[src/rtl/div_ctrl_pkg.sv]
// div_ctrl_pkg: definitions shared by the divide controller and its helper.
//   - div_state_e     : controller FSM states
//   - DIV_DATA_WIDTH  : default operand/result width
//   - DIV_TIMEOUT     : default number of WAIT cycles before the operation aborts
//   - DIV_ALL_ONES    : quotient returned for divide by zero (default width)
//   - DIV_MIN_INT     : most negative value, dividend of the signed-overflow case
package div_ctrl_pkg;

  localparam int DIV_DATA_WIDTH = 32;
  localparam int DIV_TIMEOUT    = 64;

  localparam logic [DIV_DATA_WIDTH-1:0] DIV_ALL_ONES = '1;
  localparam logic [DIV_DATA_WIDTH-1:0] DIV_MIN_INT  = {1'b1, {(DIV_DATA_WIDTH-1){1'b0}}};

  typedef enum logic [1:0] {
    IDLE   = 2'd0,
    LAUNCH = 2'd1,
    WAIT   = 2'd2,
    FIXUP  = 2'd3
  } div_state_e;

endpackage

[src/rtl/div_sign_fix.sv]
// div_sign_fix: combinational conditional two's-complement negate.
// With neg tied to the operand sign bit it produces a magnitude; with neg tied
// to a latched sign flag it restores the sign of a divider result.
//   a    in  WIDTH  value
//   neg  in  1      1 = negate a (mod 2^WIDTH)
//   y    out WIDTH  result
module div_sign_fix #(
  parameter int WIDTH = 32
) (
  input  logic [WIDTH-1:0] a,
  input  logic             neg,
  output logic [WIDTH-1:0] y
);

  assign y = neg ? -a : a;

endmodule

[src/rtl/div_controller.sv]
// div_controller: sequencing for DIV/DIVU between the core and an unsigned
// iterative divider. Strips operand signs, launches the divider, waits with a
// timeout, restores result signs and writes the architectural HI/LO pair.
// Divide by zero and the signed MIN_INT / -1 case finish in one cycle
// without touching the divider.
//   clk, rst                    clock, asynchronous active-high reset
//   req_valid, req_signed       DIV/DIVU issue, 1 = signed
//   rs_val, rt_val              dividend, divisor
//   req_ready                   high only in IDLE
//   flush                       abort the operation in flight
//   hilo_rd                     core reading HI/LO (MFHI/MFLO)
//   stall                       pipeline interlock for hilo_rd
//   div_start                   one-cycle divider start pulse
//   div_op1, div_op2            unsigned magnitudes to the divider
//   div_quotient, div_remainder divider results, valid with div_done
//   div_done                    divider completion
//   hi, lo                      remainder, quotient
//   err_div0, err_timeout       one-cycle error pulses
module div_controller
  import div_ctrl_pkg::*;
#(
  parameter int DATA_WIDTH = DIV_DATA_WIDTH,
  parameter int TIMEOUT    = DIV_TIMEOUT
) (
  input  logic                  clk,
  input  logic                  rst,
  input  logic                  req_valid,
  input  logic                  req_signed,
  input  logic [DATA_WIDTH-1:0] rs_val,
  input  logic [DATA_WIDTH-1:0] rt_val,
  output logic                  req_ready,
  input  logic                  flush,
  input  logic                  hilo_rd,
  output logic                  stall,
  output logic                  div_start,
  output logic [DATA_WIDTH-1:0] div_op1,
  output logic [DATA_WIDTH-1:0] div_op2,
  input  logic [DATA_WIDTH-1:0] div_quotient,
  input  logic [DATA_WIDTH-1:0] div_remainder,
  input  logic                  div_done,
  output logic [DATA_WIDTH-1:0] hi,
  output logic [DATA_WIDTH-1:0] lo,
  output logic                  err_div0,
  output logic                  err_timeout
);

  localparam int CNT_W = $clog2(TIMEOUT + 1);

  // Width-generic forms of the package constants.
  localparam logic [DATA_WIDTH-1:0] ALL_ONES = '1;
  localparam logic [DATA_WIDTH-1:0] MIN_INT  = {1'b1, {(DATA_WIDTH-1){1'b0}}};

  div_state_e state, state_nxt;

  logic [CNT_W-1:0]      cnt;
  logic                  neg_q, neg_r;
  logic [DATA_WIDTH-1:0] q_cap, r_cap;
  logic [DATA_WIDTH-1:0] rs_abs, rt_abs, lo_fix, hi_fix;
  logic                  rs_neg, rt_neg;
  logic                  accept, is_div0, is_ovf, timeout_hit;

  assign rs_neg      = req_signed & rs_val[DATA_WIDTH-1];
  assign rt_neg      = req_signed & rt_val[DATA_WIDTH-1];
  assign accept      = (state == IDLE) && req_valid;
  assign is_div0     = (rt_val == '0);
  assign is_ovf      = req_signed && (rs_val == MIN_INT) && (rt_val == ALL_ONES);
  // Hit during the TIMEOUT-th WAIT cycle, counting from 0 on WAIT entry.
  assign timeout_hit = (cnt == CNT_W'(TIMEOUT - 1));

  div_sign_fix #(.WIDTH(DATA_WIDTH)) u_abs_rs (.a(rs_val), .neg(rs_neg), .y(rs_abs));
  div_sign_fix #(.WIDTH(DATA_WIDTH)) u_abs_rt (.a(rt_val), .neg(rt_neg), .y(rt_abs));
  div_sign_fix #(.WIDTH(DATA_WIDTH)) u_fix_q  (.a(q_cap),  .neg(neg_q),  .y(lo_fix));
  div_sign_fix #(.WIDTH(DATA_WIDTH)) u_fix_r  (.a(r_cap),  .neg(neg_r),  .y(hi_fix));

  // NOTE: sequential state uses non-blocking assignments so every register
  // samples pre-edge values regardless of block evaluation order.
  always_ff @(posedge clk or posedge rst) begin
    if (rst) state <= IDLE;
    else     state <= state_nxt;
  end

  // NOTE: state_nxt gets a default before the case so no path leaves it
  // unassigned, which would infer a latch.
  always_comb begin
    state_nxt = state;
    unique case (state)
      IDLE:   if (accept && !is_div0 && !is_ovf) state_nxt = LAUNCH;
      LAUNCH: state_nxt = flush ? IDLE : WAIT;
      WAIT: begin
        // Flush takes priority over both completion and timeout.
        if (flush)            state_nxt = IDLE;
        else if (div_done)    state_nxt = FIXUP;
        else if (timeout_hit) state_nxt = IDLE;
      end
      FIXUP:  state_nxt = IDLE;
      default: state_nxt = IDLE;
    endcase
  end

  always_comb begin
    req_ready = (state == IDLE);
    div_start = (state == LAUNCH);
    stall     = hilo_rd && (state != IDLE);
  end

  always_ff @(posedge clk or posedge rst) begin
    if (rst) begin
      cnt         <= '0;
      neg_q       <= 1'b0;
      neg_r       <= 1'b0;
      div_op1     <= '0;
      div_op2     <= '0;
      q_cap       <= '0;
      r_cap       <= '0;
      hi          <= '0;
      lo          <= '0;
      err_div0    <= 1'b0;
      err_timeout <= 1'b0;
    end else begin
      err_div0    <= 1'b0;
      err_timeout <= 1'b0;
      unique case (state)
        IDLE: begin
          cnt <= '0;
          if (accept) begin
            neg_q   <= req_signed & (rs_val[DATA_WIDTH-1] ^ rt_val[DATA_WIDTH-1]);
            neg_r   <= rs_neg;
            div_op1 <= rs_abs;
            div_op2 <= rt_abs;
            if (is_div0) begin
              hi       <= rs_val;
              lo       <= ALL_ONES;
              err_div0 <= 1'b1;
            end else if (is_ovf) begin
              hi <= '0;
              lo <= MIN_INT;
            end
          end
        end
        LAUNCH: cnt <= '0;
        WAIT: begin
          if (!flush) begin
            if (div_done) begin
              q_cap <= div_quotient;
              r_cap <= div_remainder;
            end else if (timeout_hit) begin
              err_timeout <= 1'b1;
            end else begin
              cnt <= cnt + 1'b1;
            end
          end
        end
        FIXUP: begin
          if (!flush) begin
            lo <= lo_fix;
            hi <= hi_fix;
          end
        end
        default: ;
      endcase
    end
  end

endmodule

[config.mk]
export PLATFORM = sky130hd
export DESIGN_NAME = div_controller
export DESIGN_NICKNAME = d
export VERILOG_FILES = /design/src/rtl/div_ctrl_pkg.sv /design/src/rtl/div_sign_fix.sv /design/src/rtl/div_controller.sv
export SDC_FILE = /design/constraint.sdc
export NUM_CORES = 1
export LEC_CHECK = 0
export BUFFER_PORTS_ARGS = -buffer_cell sky130_fd_sc_hd__clkbuf_2
export CORE_UTILIZATION = 49
export CTS_BUF_LIST = sky130_fd_sc_hd__clkbuf_16
export DETAILED_ROUTE_END_ITERATION = 6
export GPL_TIMING_DRIVEN = 0
export PLACE_DENSITY = 0.88
export SLEW_MARGIN = 25
export SYNTH_ARGS = -nofsm -noshare
export SYNTH_HDL_FRONTEND = slang
export SYNTH_SLANG_ARGS = --single-unit
[constraint.sdc]
create_clock -name clk -period 6.4 [get_ports clk]
set_input_delay 0.96 -clock clk [delete_from_list [all_inputs] [get_ports clk]]
set_output_delay 0.96 -clock clk [all_outputs]
set_load 0.03 [all_outputs]
==> results.md, run 1 <==
- The region available for standard cell placement spans 0.0226 mm2.
- Derived from the worst setup path, the maximum achievable clock frequency is 260 MHz.
- The reported max-cap violation count is 0.
- The floorplan step set the die width to 154 um.
- For this run, the detailed router's first-pass iteration total came to 5.
- The signal arrival time at the worst endpoint is 4300 ps.
- The min-delay analysis places its worst path in the category flop to flop.
- The worst setup path is launched from a primary input.
- The maximum fanout along the worst path is 10.
- The total setup violations reported at the end of the flow is 0.
- The critical path goes through clkbuf_2 > inv_1 > ha_1 > nor3b_1 > nand4b_1 > nor3_1 > clkbuf_1 > nand2_1 > o21ai_0 > mux2_4.
- The total of warnings raised by yosys is 0.
- The slowest stage of the critical path belongs to the cell nor3b_1.
- The floorplan step defined a die boundary enclosing 0.0237 mm2.
- The cell at the root of the clock tree is clkbuf_16.
- The later pin in the worst-skew pair is clocked with a latency of 520 ps.
- Synthesis produced a netlist with a net count of 1,230.
- The mapped netlist covers 0.0113 mm2.
- The die extent in y is 154 um.
- TritonCTS built the clock tree.
- The number of gates resized after CTS was 0.
- The via count of the first global-routing pass is 9,909.
- Headroom to the max-slew limit came out at 36.0%.
- The final sum of negative setup slack is 0 ps.
- For the worst setup path, the data required time is 6860 ps.
- Clock-pin slew was measured on the worst setup and hold paths at 60 ps.
- The clock buffer count from CTS is 23.
- The mux share of post-synthesis cell area is 14.2%.
- The synthesized netlist devotes 9.43% of its cell area to XOR and XNOR gates.
- The synthesis-to-layout area growth is 22.7%.
- With fillers left out, the area of the finished cells amounts to 0.0139 mm2.
- The first-pass GRT wire length is 54,100 um.
- The count of buffers from port buffering is 267.
- The final count of pins violating max slew is 0.
- Setup repair after global routing left no endpoint under its margin.
- After synthesis the netlist holds a flip-flop and latch count of 205.
- The post-synthesis cell type count is 47.
- The synthesized design contains 0 enable-type register cells.
- The mean instance size in the synthesized netlist is 10.4 um2.
- The worst-margin pin slew is 952 ps.
- The longest individual stage delay on the worst path is 740 ps.
- The ratio of total power to cell area is 394 mW/mm2.
- The number of rows in the core area is 55.
- The compound-gate portion of the synthesized area is 13.1%.
- The critical path endpoint category is a flop.
- In this run the number of H-tree levels came out at 1.
- 268 I/O pins were placed.
- The part of the cycle the worst path needs is 60.0%.
- The number of buffers inserted for hold repair after clock tree synthesis is 0.
- The count of antenna-violating nets left after detailed routing is 0.
- The average vias per placed instance is 5.86.
- The detailed-route via count is 9,910.
- The number of cells produced by synthesis is 1,089.
- The post-route netlist has 31.8% of its cells at a drive strength greater than 1.
- The worst clock skew on the final layout is 8.79 ps.
- The number of antenna violations at the first check in global routing is 4.
- The placement-stage cell area is 0.0132 mm2.
- The number of setup buffers added after CTS is 0.
- For this block, the initial DRC count from the detailed router was 758.
- The HPWL reported at the end of detailed placement is 26,100 um.
- The longest clock path from root to sink contains 3 buffers.
- Summed over all layers, the global routing overflow is 0.
- The initial utilization of the core area, before any placement, comes to 50.0%.
- The average routed wire per standard cell is 20.4 um.
- At the end of routability-driven placement, the weighted congestion stood at 0.913.
- The synthesized netlist devotes 13.7% of its cell area to simple gates.
- By area, the combinational part of the netlist is dominated by multiplexers.
- The total track usage is 29.2%.
- The flow ran to the end, and the final reports show no timing, DRC or antenna violations.
- Entering global routing, the biggest net connects 35 pins.
- The classification of the worst setup path is primary input to flop.
- The total number of nets in the final design is 1,529.
- Of the synthesized area, sequential elements account for 45.3%.
- The proportion of synthesized flip-flops having asynchronous set or reset is 100%.
- After Yosys synthesis, full adders, half adders and majority gates account for 0.663% of the synthesized area.
- For this design the static power due to leakage is 6.25 nW.
- The routed design could run at a clock period as short as 3840 ps.
- The TritonCTS sink count is 205.
- The leading register cell type out of synthesis is dfrtp_1.
- The worst-case IR drop observed on VDD is 0.000264 V.
- The number of hold violations in the final report is 0.
- The post-detailed-route DRC marker count is 0.
- The reg2reg setup slack is 3310 ps.
- After detailed routing, the total wire length is 34,600 um.
==> logic make-up (layout without fill, tap and decap cells) <==
family                   Yosys count  count (layout)
buffers and inverters             80             394
multiplexers                     125             125
flip-flops                       205             205
XOR/XNOR                         122             122
adder cells (fa/ha/maj)            6               6
AND/OR/NAND/NOR                  305             305
AO/OA/AOI/OAI                    246             246
other                              0               4
==> critical path: cells and delay by family <==
family	cells	cell delay [ps]
compound gates	1	200
fa+ha+maj	1	200
buf+inv	3	690
mux	1	180
simple gates	4	2060
==> state kept, by name, summed over array words and instances (netlist names) <==
signal / flops
neg_q: 1
div_op1: 32
cnt: 7
err_timeout: 1
div_op2: 32
state: 2
neg_r: 1
err_div0: 1
q_cap: 32
r_cap: 32
hi: 32
lo: 32
==> routing by layer <==
layer | vias to the layer above | global-route usage (%) | part of all wire, %
met4 | 0 | 16.4 | 5.2
li1 | 4526 | - | -
met1 | 4808 | 37.1 | 41
met3 | 114 | 4.74 | 6.8
met5 | - | 0 | 0
met2 | 462 | 47.4 | 47
==> area by class of cell <==
class / instances / area (um2)
inverters: 18 / 71.3
plain buffers: 62 / 348
multi-input cells: 804 / 5790
fillers: 1833 / 8740
flip-flops and latches: 205 / 5130
clock inverters: 17 / 129
diodes: 4 / 10.0
repair buffers: 274 / 1490
clock buffers: 23 / 576
well taps: 285 / 357
==> layout by cell type (no fill, tap or decap), types with 7 or more instances in the layout <==
cell type | Yosys | final
o21ai_0 | 128 | 128
clkbuf_16 | 0 | 23
xnor2_1 | 29 | 29
mux2_4 | 54 | 54
nand4_1 | 11 | 11
o31ai_1 | 32 | 32
buf_12 | 7 | 12
or4_1 | 12 | 12
and2_1 | 11 | 11
nor4_1 | 18 | 18
o41ai_1 | 29 | 29
or3_1 | 17 | 17
mux2_2 | 66 | 66
clkbuf_2 | 0 | 267
nand2_1 | 120 | 120
a21oi_1 | 37 | 37
a31oi_1 | 9 | 9
nand3_1 | 33 | 33
nor3_1 | 15 | 15
nor2_1 | 29 | 29
inv_1 | 18 | 20
clkinv_1 | 0 | 8
clkbuf_1 | 51 | 51
nand2b_1 | 7 | 7
xor2_1 | 93 | 93
dfrtp_1 | 205 | 205
==> cell usage after synthesis, types with 29 or more instances <==
library cell / count / area share (%)
dfrtp_1: 205 / 45
o21ai_0: 128 / 5.7
nand2_1: 120 / 4.0
xor2_1: 93 / 7.2
mux2_2: 66 / 6.6
mux2_4: 54 / 7.2
clkbuf_1: 51 / 1.7
a21oi_1: 37 / 1.6
nand3_1: 33 / 1.5
o31ai_1: 32 / 2.1
nor2_1: 29 / 0.96
o41ai_1: 29 / 2.2
xnor2_1: 29 / 2.2
==> path summary, 6_finish.rpt <==
kind                       cells past startpoint                      end                    start
setup / recovery                              10       lo[18]$_DFFE_PP0P_                rt_val[0]
hold / removal                                 2  div_op1[11]$_DFFE_PP0P_  div_op1[11]$_DFFE_PP0P_
setup reg to reg                               9       hi[22]$_DFFE_PP0P_     r_cap[0]$_DFFE_PP0P_
hold reg to reg                                2  div_op1[11]$_DFFE_PP0P_  div_op1[11]$_DFFE_PP0P_
max in group asynchronous                      7       lo[15]$_DFFE_PP0P_                      rst
min in group asynchronous                      2  div_op2[11]$_DFFE_PP0P_                      rst
==> where the power goes <==
group	internal [mW]	total (mW)	switching [mW]
registers	1.74	2.16	0.420
logic	0.782	2.05	1.26
clock network	0.729	1.27	0.539
total	3.25	5.47	2.22
==> stage by stage <==
stage	hold slack, ps	worst slack (ps)	instances	power, mW	util [%]
finish	480	2560	1692	5.47	61.4
global route	501	2360	1692	5.74	61.4
CTS	484	2710	1688	5.47	61.4
detailed placement	470	2180	1648	4.18	58.3
global placement	461	1600	1641	4.10	57.5
floorplan	497	2780	1089	3.49	-
No activity file was read; power rests on OpenSTA's default activity.
==> run 2: changes to the inputs <==
--- a/config.mk
+++ b/config.mk
@@ -6,11 +6,11 @@
 export NUM_CORES = 1
 export LEC_CHECK = 0
 export BUFFER_PORTS_ARGS = -buffer_cell sky130_fd_sc_hd__clkbuf_2
-export CORE_UTILIZATION = 49
+export CORE_UTILIZATION = 55
 export CTS_BUF_LIST = sky130_fd_sc_hd__clkbuf_16
 export DETAILED_ROUTE_END_ITERATION = 6
 export GPL_TIMING_DRIVEN = 0
-export PLACE_DENSITY = 0.88
+export PLACE_DENSITY = 0.92
 export SLEW_MARGIN = 25
 export SYNTH_ARGS = -nofsm -noshare
 export SYNTH_HDL_FRONTEND = slang
==> constraint.sdc (replaced) <==
create_clock -name clk -period 4.01 [get_ports clk]
set_input_delay 0.6015 -clock clk [delete_from_list [all_inputs] [get_ports clk]]
set_output_delay 0.6015 -clock clk [all_outputs]
set_load 0.03 [all_outputs]
==> results.md, run 2 (synthesis results as in run 1) <==
- The reported max-cap violation count is 0.
- The minimum hold slack is 87.3 ps.
- In the final layout, the share of cells above drive strength 1 is 32.1%.
- For this block, the routed nets add up to 35,500 um of wire.
- The detailed-routing iteration count for the pre-antenna-repair pass is 6.
- The HPWL reported at the end of detailed placement is 26,500 um.
- The TritonCTS sink count is 205.
- The placement-stage cell area is 0.0132 mm2.
- CTS built an H-tree with a depth of 1.
- The number of hold violations in the final report is 0.
- The final count of pins violating max slew is 0.
- The finished cells cover 0.0139 mm2.
- After clock tree synthesis, the clock-pin slew on the worst setup and hold paths is 60 ps.
- The headroom to the max-slew limit is 38.8%.
- The clock network is responsible for 23.7% of the overall power.
- Static timing analysis puts the maximum clock frequency at 292 MHz.
- The initial cell density of the core is 56.0%.
- The signal on the critical path passes through clkbuf_2 > inv_1 > ha_1 > nor3b_1 > nand4b_1 > nor3_1 > clkbuf_1 > nand2_1 > o21ai_0 > mux2_4.
- The top cell types in the final layout, fill and taps aside, are clkbuf_2 (267), dfrtp_1 (205), o21ai_0 (128), nand2_1 (120), xor2_1 (93).
- The master of the slowest instance on the critical path is nor3b_1.
- The area growth from synthesis to layout is 22.8%.
- The number of antenna violations at the first check in global routing is 1.
- Sequential cells burn 39.0% of the power.
- Power spread over the standard cell area amounts to 638 mW/mm2.
- Dividing the detail-routed wire length by the instance count gives 21.2 um.
- The reg2reg setup slack is 840 ps.
- The startpoint of the worst register-to-register path is r_cap[0]$_DFFE_PP0P_.
- The signal arrival time at the worst endpoint is 3870 ps.
- The kind of start point of the critical path is a primary input.
- The count of antenna-violating nets left after detailed routing is 0.
- The worst register-to-register path has a depth of 9.
- The via count of the first global-routing pass is 10,200.
- The die extent in y is 146 um.
- The worst setup path is captured at a flop.
- The count of buffers from port buffering is 267.
- Of the available clock period, the critical path in the final layout requires 85.5%.
- The routed layout has 10,200 vias.
- The run finished with clean final reports.
- Counting the buffers created by CTS gives 23.
- The minimum clock period after layout is 3430 ps.
- The number of gates resized after CTS was 0.
- The initial DRC count is 769.
- Setup violations remaining at the end of the flow were counted as 0.
- During I/O placement, the number of pins put on the boundary was 268.
- The most critical setup path has its startpoint at rt_val[0].
- The die covers 0.0212 mm2.
- Following the worst setup path forward leads to its endpoint at lo[25]$_DFFE_PP0P_.
- The number of buffers inserted for hold repair after clock tree synthesis is 0.
- In the routed design, unresolved DRC markers number 0.
- The leakage power is 6.27 nW.
- IR analysis of the VDD net gives a maximum drop of 0.000451 V.
- The maximum fanout along the worst path is 10.
- STA puts the critical path data required time at 4460 ps.
- The setup path with the least slack is of type primary input to flop.
- The cell at the root of the clock tree is clkbuf_16.
- The clock reaches the later pin of the worst-skew pair after 510 ps.
- The total number of nets in the final design is 1,529.
- The endpoint identified for the worst register-to-register timing path is hi[24]$_DFFE_PP0P_.
- The worst hold path class is primary input to async pin.
- The floorplan has 52 rows.
- Global routing used 33.5% of the available tracks across all layers.
- The power dissipated by switching net loads is 3.61 mW.
- The worst clock skew on the final layout is 7.53 ps.
- The maximum number of pins on one net before global-route repair is 33.
- The worst-margin pin slew is 910 ps.
- The leftover overflow at the end of global routing is 0.
- The first global-routing pass estimated 55,800 um of wire.
- In this run the horizontal extent of the chip is 146 um.
- Dividing the detail-routed via count by the number of cells gives 6.11.
- Cell internal power was estimated by the tool at 5.26 mW.
- The longest individual stage delay on the worst path is 710 ps.
- Setup repair after global routing left no endpoint under its margin.
- TritonCTS built the clock tree.
- The relative contribution of combinational cells to total power is 37.3%.
- The switching part of the total is 40.7%.
- The maximum buffer depth of the clock tree is 3.
- The total core area is 0.0202 mm2.
- Leaving out fill and tap cells, the most frequent cell in the layout is clkbuf_2.
- At the end of routability-driven placement, the weighted congestion stood at 0.989.
- The setup fix buffers added after clock tree synthesis is 0.
==> run 2: cell type report <==
class,count,area [um2]
clock inverter,18,166
inverter,18,71.3
multi-input combinational,804,5790
buffer,62,348
fill,1491,6320
timing repair buffer,274,1480
clock buffer,23,576
sequential,205,5130
tap,270,338
antenna,2,5.00
==> run 2: worst max-delay path: cells and delay by family <==
kind	cells	cell delay, ps
buffers and inverters	3	660
adders and majority gates	1	190
AOI/OAI and AO/OA	1	200
and+or+nand+nor	4	2030
muxes	1	180
==> run 2: power by group through the flow <==
stage | Clock [mW] | Combinational [mW] | Sequential (mW)
floorplan | 0 | 1.51 | 4.05
global placement | 0 | 3.11 | 3.40
detailed placement | 0 | 3.24 | 3.46
CTS | 2.12 | 3.28 | 3.43
global route | 2.20 | 3.51 | 3.54
finish | 2.10 | 3.31 | 3.46
==> run 2: per-stage QoR <==
| stage | util [%] | setup TNS, ps | instances | setup slack (ps) | power, mW |
|---|---|---|---|---|---|
| floorplan | - | 0 | 1089 | 750 | 5.56 |
| finish | 68.7 | 0 | 1676 | 583 | 8.87 |
| CTS | 68.7 | 0 | 1674 | 673 | 8.83 |
| global route | 68.7 | 0 | 1675 | 227 | 9.26 |
| detailed placement | 65.1 | 0 | 1633 | 175 | 6.70 |
| global placement | 64.3 | -81600 | 1626 | -414 | 6.51 |
==> run 2: worst min path at each step <==
| stage | cells past startpoint | slack (ps) | endpoint |
|---|---|---|---|
| after floorplan | 2 | 500 | cnt[6]$_DFFE_PP0P_ |
| after global placement | 2 | 460 | div_op2[12]$_DFFE_PP0P_ |
| after detailed placement | 2 | 470 | div_op2[31]$_DFFE_PP0P_ |
| after CTS | 2 | 90 | div_op2[10]$_DFFE_PP0P_ |
| after global routing | 2 | 110 | div_op2[10]$_DFFE_PP0P_ |
| final | 2 | 90 | div_op2[11]$_DFFE_PP0P_ |
==> run 2: metal layers <==
layer	GRT usage, %	vias to the layer above	routed length [um]
met5	0	-	0
met4	20.1	0	2390
met3	6.65	171	2890
met2	54.4	625	16400
met1	41.8	4921	13800
li1	-	4519	-
==> run 3: changes to the inputs <==
--- a/config.mk
+++ b/config.mk
@@ -14,4 +14,5 @@
 export SLEW_MARGIN = 25
 export SYNTH_ARGS = -nofsm -noshare
 export SYNTH_HDL_FRONTEND = slang
+export SYNTH_HIERARCHICAL = 1
 export SYNTH_SLANG_ARGS = --single-unit
==> results.md, run 3 <==
- For this run the aggregate overflow at the end of global routing stands at 0.
- For the pin with the worst max-slew slack, the measured transition is 1100 ps.
- Clock tree synthesis selected as its root buffer the cell clkbuf_16.
- In this run, distinct cell masters in the synthesized netlist total 50.
- In the final layout, the share of cells above drive strength 1 is 31.0%.
- On the final layout, the worst hold slack is 192 ps.
- In this run the critical register-to-register path is launched from r_cap[8]$_DFFE_PP0P_.
- The flow ran to the end, and the final reports show no timing, DRC or antenna violations.
- The longest clock path from root to sink contains 3 buffers.
- In the layout the commonest cells are clkbuf_2 (267), nand2_1 (241), dfrtp_1 (205), xnor2_1 (117), mux2_2 (68).
- In this run the number of H-tree levels came out at 1.
- The total number of nets in the final design is 1,624.
- In the post-route analysis, the smallest setup slack over all paths is 1060 ps.
- In the global route stage, overall resource usage came out at 33.3%.
- The final count of pins violating max slew was 0.
- The CTS tree is built.
- The headroom to the max-slew limit is 26.3%.
- The critical path is of the flop to flop type.
- The worst hold path class is primary input to async pin.
- Setup violations remaining at the end of the flow were counted as 0.
- The maximum fanout along the worst path is 10.
- For this run, asynchronously set or reset flops after synthesis account for 100%.
- The initial DRC count is 925.
- In this run the power density over the cells is 611 mW/mm2.
- The first global-routing pass estimated 57,200 um of wire.
- Setup repair after global routing left no endpoint under its margin.
- The HPWL reported at the end of detailed placement is 27,100 um.
- Data on the critical path arrives at its endpoint at 3350 ps.
- The worst setup path is captured at a flop.
- In this run, post-CTS hold repair placed 0 buffers.
- The core region is 0.0211 mm2.
- The routability congestion estimate is 1.02.
- The area of the die is 0.0221 mm2.
- The highest layer touched by signal routing is met5.
- The average vias per placed instance is 6.07.
- The detailed-routing iteration count for the pre-antenna-repair pass is 5.
- The die is 149 um wide.
- The number of enable-type register cells in the synthesized netlist is 0.
- The initial cell density of the core is 56.2%.
- The number of hold violations in the final report is 0.
- The clock buffer count from CTS is 24.
- The leading register cell type out of synthesis is dfrtp_1.
- The number of register bits inferred by synthesis is 205.
- The detailed-route via count is 10,800.
- The master of the slowest instance on the critical path is nor4_2.
- Walking the worst path, the cells encountered are nor4_2 > nand4b_1 > clkbuf_1 > o41ai_1 > xnor2_1 > a22o_1 > mux2_4.
- The worst setup path is launched from a flop.
- Summed over all instances, the cell type with the most area after synthesis is dfrtp_1.
- The worst IR drop on VDD is 0.000451 V.
- The total detailed-routing wirelength is 36,400 um.
- Post-CTS repair changed the size of 0 cells.
- For this design, the sink count on the clock tree is 205.
- The wire length on met3 is 3590 um.
- The startpoint of the worst setup timing path is r_cap[8]$_DFFE_PP0P_.
- Post-CTS timing repair inserted 0 buffers for setup.
- The initialized floorplan defines 53 standard-cell rows.
- The fmax is 339 MHz.
- The minimum clock period after layout is 2950 ps.
- After synthesis, the most frequently instantiated cells are nand2_1 (241), dfrtp_1 (205), xnor2_1 (117).
- After synthesis, the mean cell area works out to 9.99 um2.
- The count of buffers added on input and output ports is 267.
- The share of synthesized area in the top cell type comes to 43.3%.
- The worst slack after detailed placement is 865 ps.
- From synthesis to final layout, the design area changed by 22.3%.
- The via count of the first global-routing pass is 10,600.
- The sum of met2 wire segment lengths after detailed routing is 16,900 um.
- The most common cell after layout, fill and taps aside is clkbuf_2.
- The required time at the endpoint of the critical path is 4410 ps.
- After synthesis, flip-flops and latches occupy 43.3% of the total area.
- For the worst-skew pair, the clock arrives at the later sink with an insertion delay of 520 ps.
- During synthesis, Yosys emitted a total of 6 warnings.
- After clock tree synthesis, the clock-pin slew on the worst setup and hold paths is 60 ps.
- The reported max-cap violation count is 0.
- For this design the top-level I/O count stands at 268.
- The number of nets produced by synthesis is 1,325.
- The number of cells produced by synthesis is 1,185.
- Sorting the synthesized cells by area gives the leading types as dfrtp_1 (43%), xnor2_1 (8.7%), nand2_1 (7.6%).
- The part of the cycle the worst path needs is 73.6%.
- The number of antenna violations at the first check in global routing is 1.
- The count of antenna-violating nets left after detailed routing is 0.
- The leakage power is 6.83 nW.
- The average routed wire per standard cell is 20.5 um.
- The detailed-route wire length on metal 1 is 14,200 um.
- After detailed routing, the number of remaining DRC violations is 0.
- The cell area that synthesis handed to floorplanning was 0.0118 mm2.
- The die extent in y is 149 um.
- For the final database, setup skew stands at 10.9 ps.
- In this design, the stage delay of the slowest critical-path cell is 680 ps.
- The maximum number of pins on one net before global-route repair is 34.
- The most numerous cell in the Yosys netlist is nand2_1.
## run 3: changes by cell type in the layout (fill, tap and decap cells not counted), sizes merged, moves of 15 or more
cell	previous run	this run
clkbuf	341	324
mux2	120	97
nand2	120	241
a22o	3	32
o41ai	29	44
o21ai	128	31
nand3	33	8
xor2	93	4
buf	18	40
inv	20	55
xnor2	29	117
mux2i	5	32
## run 3: critical path, delay by kind of cell (launching register included)
kind | cells | cell delay (ps)
and+or+nand+nor | 2 | 940
AOI/OAI and AO/OA | 2 | 720
DFF | 1 | 430
buffers and inverters | 1 | 330
muxes | 1 | 260
xor gates and xnor gates | 1 | 140
## run 3: final cells by class
class                   instances  area (um2)
inverters                      54         206
clock buffers                  25         626
well taps                     275         344
repair buffers                273        1460
plain buffers                  66         395
flip-flops and latches        205        5130
diodes                          1        2.50
multi-input cells             860        6130
clock inverters                19         193
fillers                      1628        6600
## run 3: path summary, 6_finish.rpt
kind,depth (start not counted),end,slack [ps]
worst max-delay path,7,hi[21]$_DFFE_PP0P_,1060
worst min-delay path,2,q_cap[23]$_DFFE_PP0P_,190
worst max register to register,7,hi[21]$_DFFE_PP0P_,1060
worst min register to register,2,div_op2[2]$_DFFE_PP0P_,470
max in group asynchronous,5,div_op2[29]$_DFFE_PP0P_,2770
min in group clk,2,err_timeout$_DFF_PP0_,310
## run 3: where the power goes
group / switching (mW) / internal (mW)
sequential: 0.682 / 2.68
combinational: 1.91 / 1.30
clock: 0.889 / 1.38
total: 3.48 / 5.37
## run 3: metrics by stage
stage | instance area (um2) | TNS (ps) | utilization (%) | std cells | power (mW)
floorplan | 11800 | 0 | - | 1185 | 5.48
global placement | 13500 | -72420 | 64.1 | 1727 | 6.34
detailed placement | 13600 | 0 | 64.7 | 1733 | 6.50
CTS | 14500 | 0 | 68.6 | 1777 | 8.81
global route | 14500 | 0 | 68.7 | 1777 | 9.26
finish | 14500 | 0 | 68.7 | 1778 | 8.85
## run 3: cell families after synthesis
group                      share of synthesized area (%)
AOI/OAI and AO/OA                                   11.7
xor gates and xnor gates                            8.95
adders and majority gates                          0.528
buffers and inverters                               5.05
DFF                                                 43.3
muxes                                               12.8
and+or+nand+nor                                     17.6
## run 3: layer usage
metal,vias up,global-route usage [%]
li1,4796,-
met3,138,5.57
met5,-,0
met4,2,15.5
met2,657,54.1
met1,5197,43.4
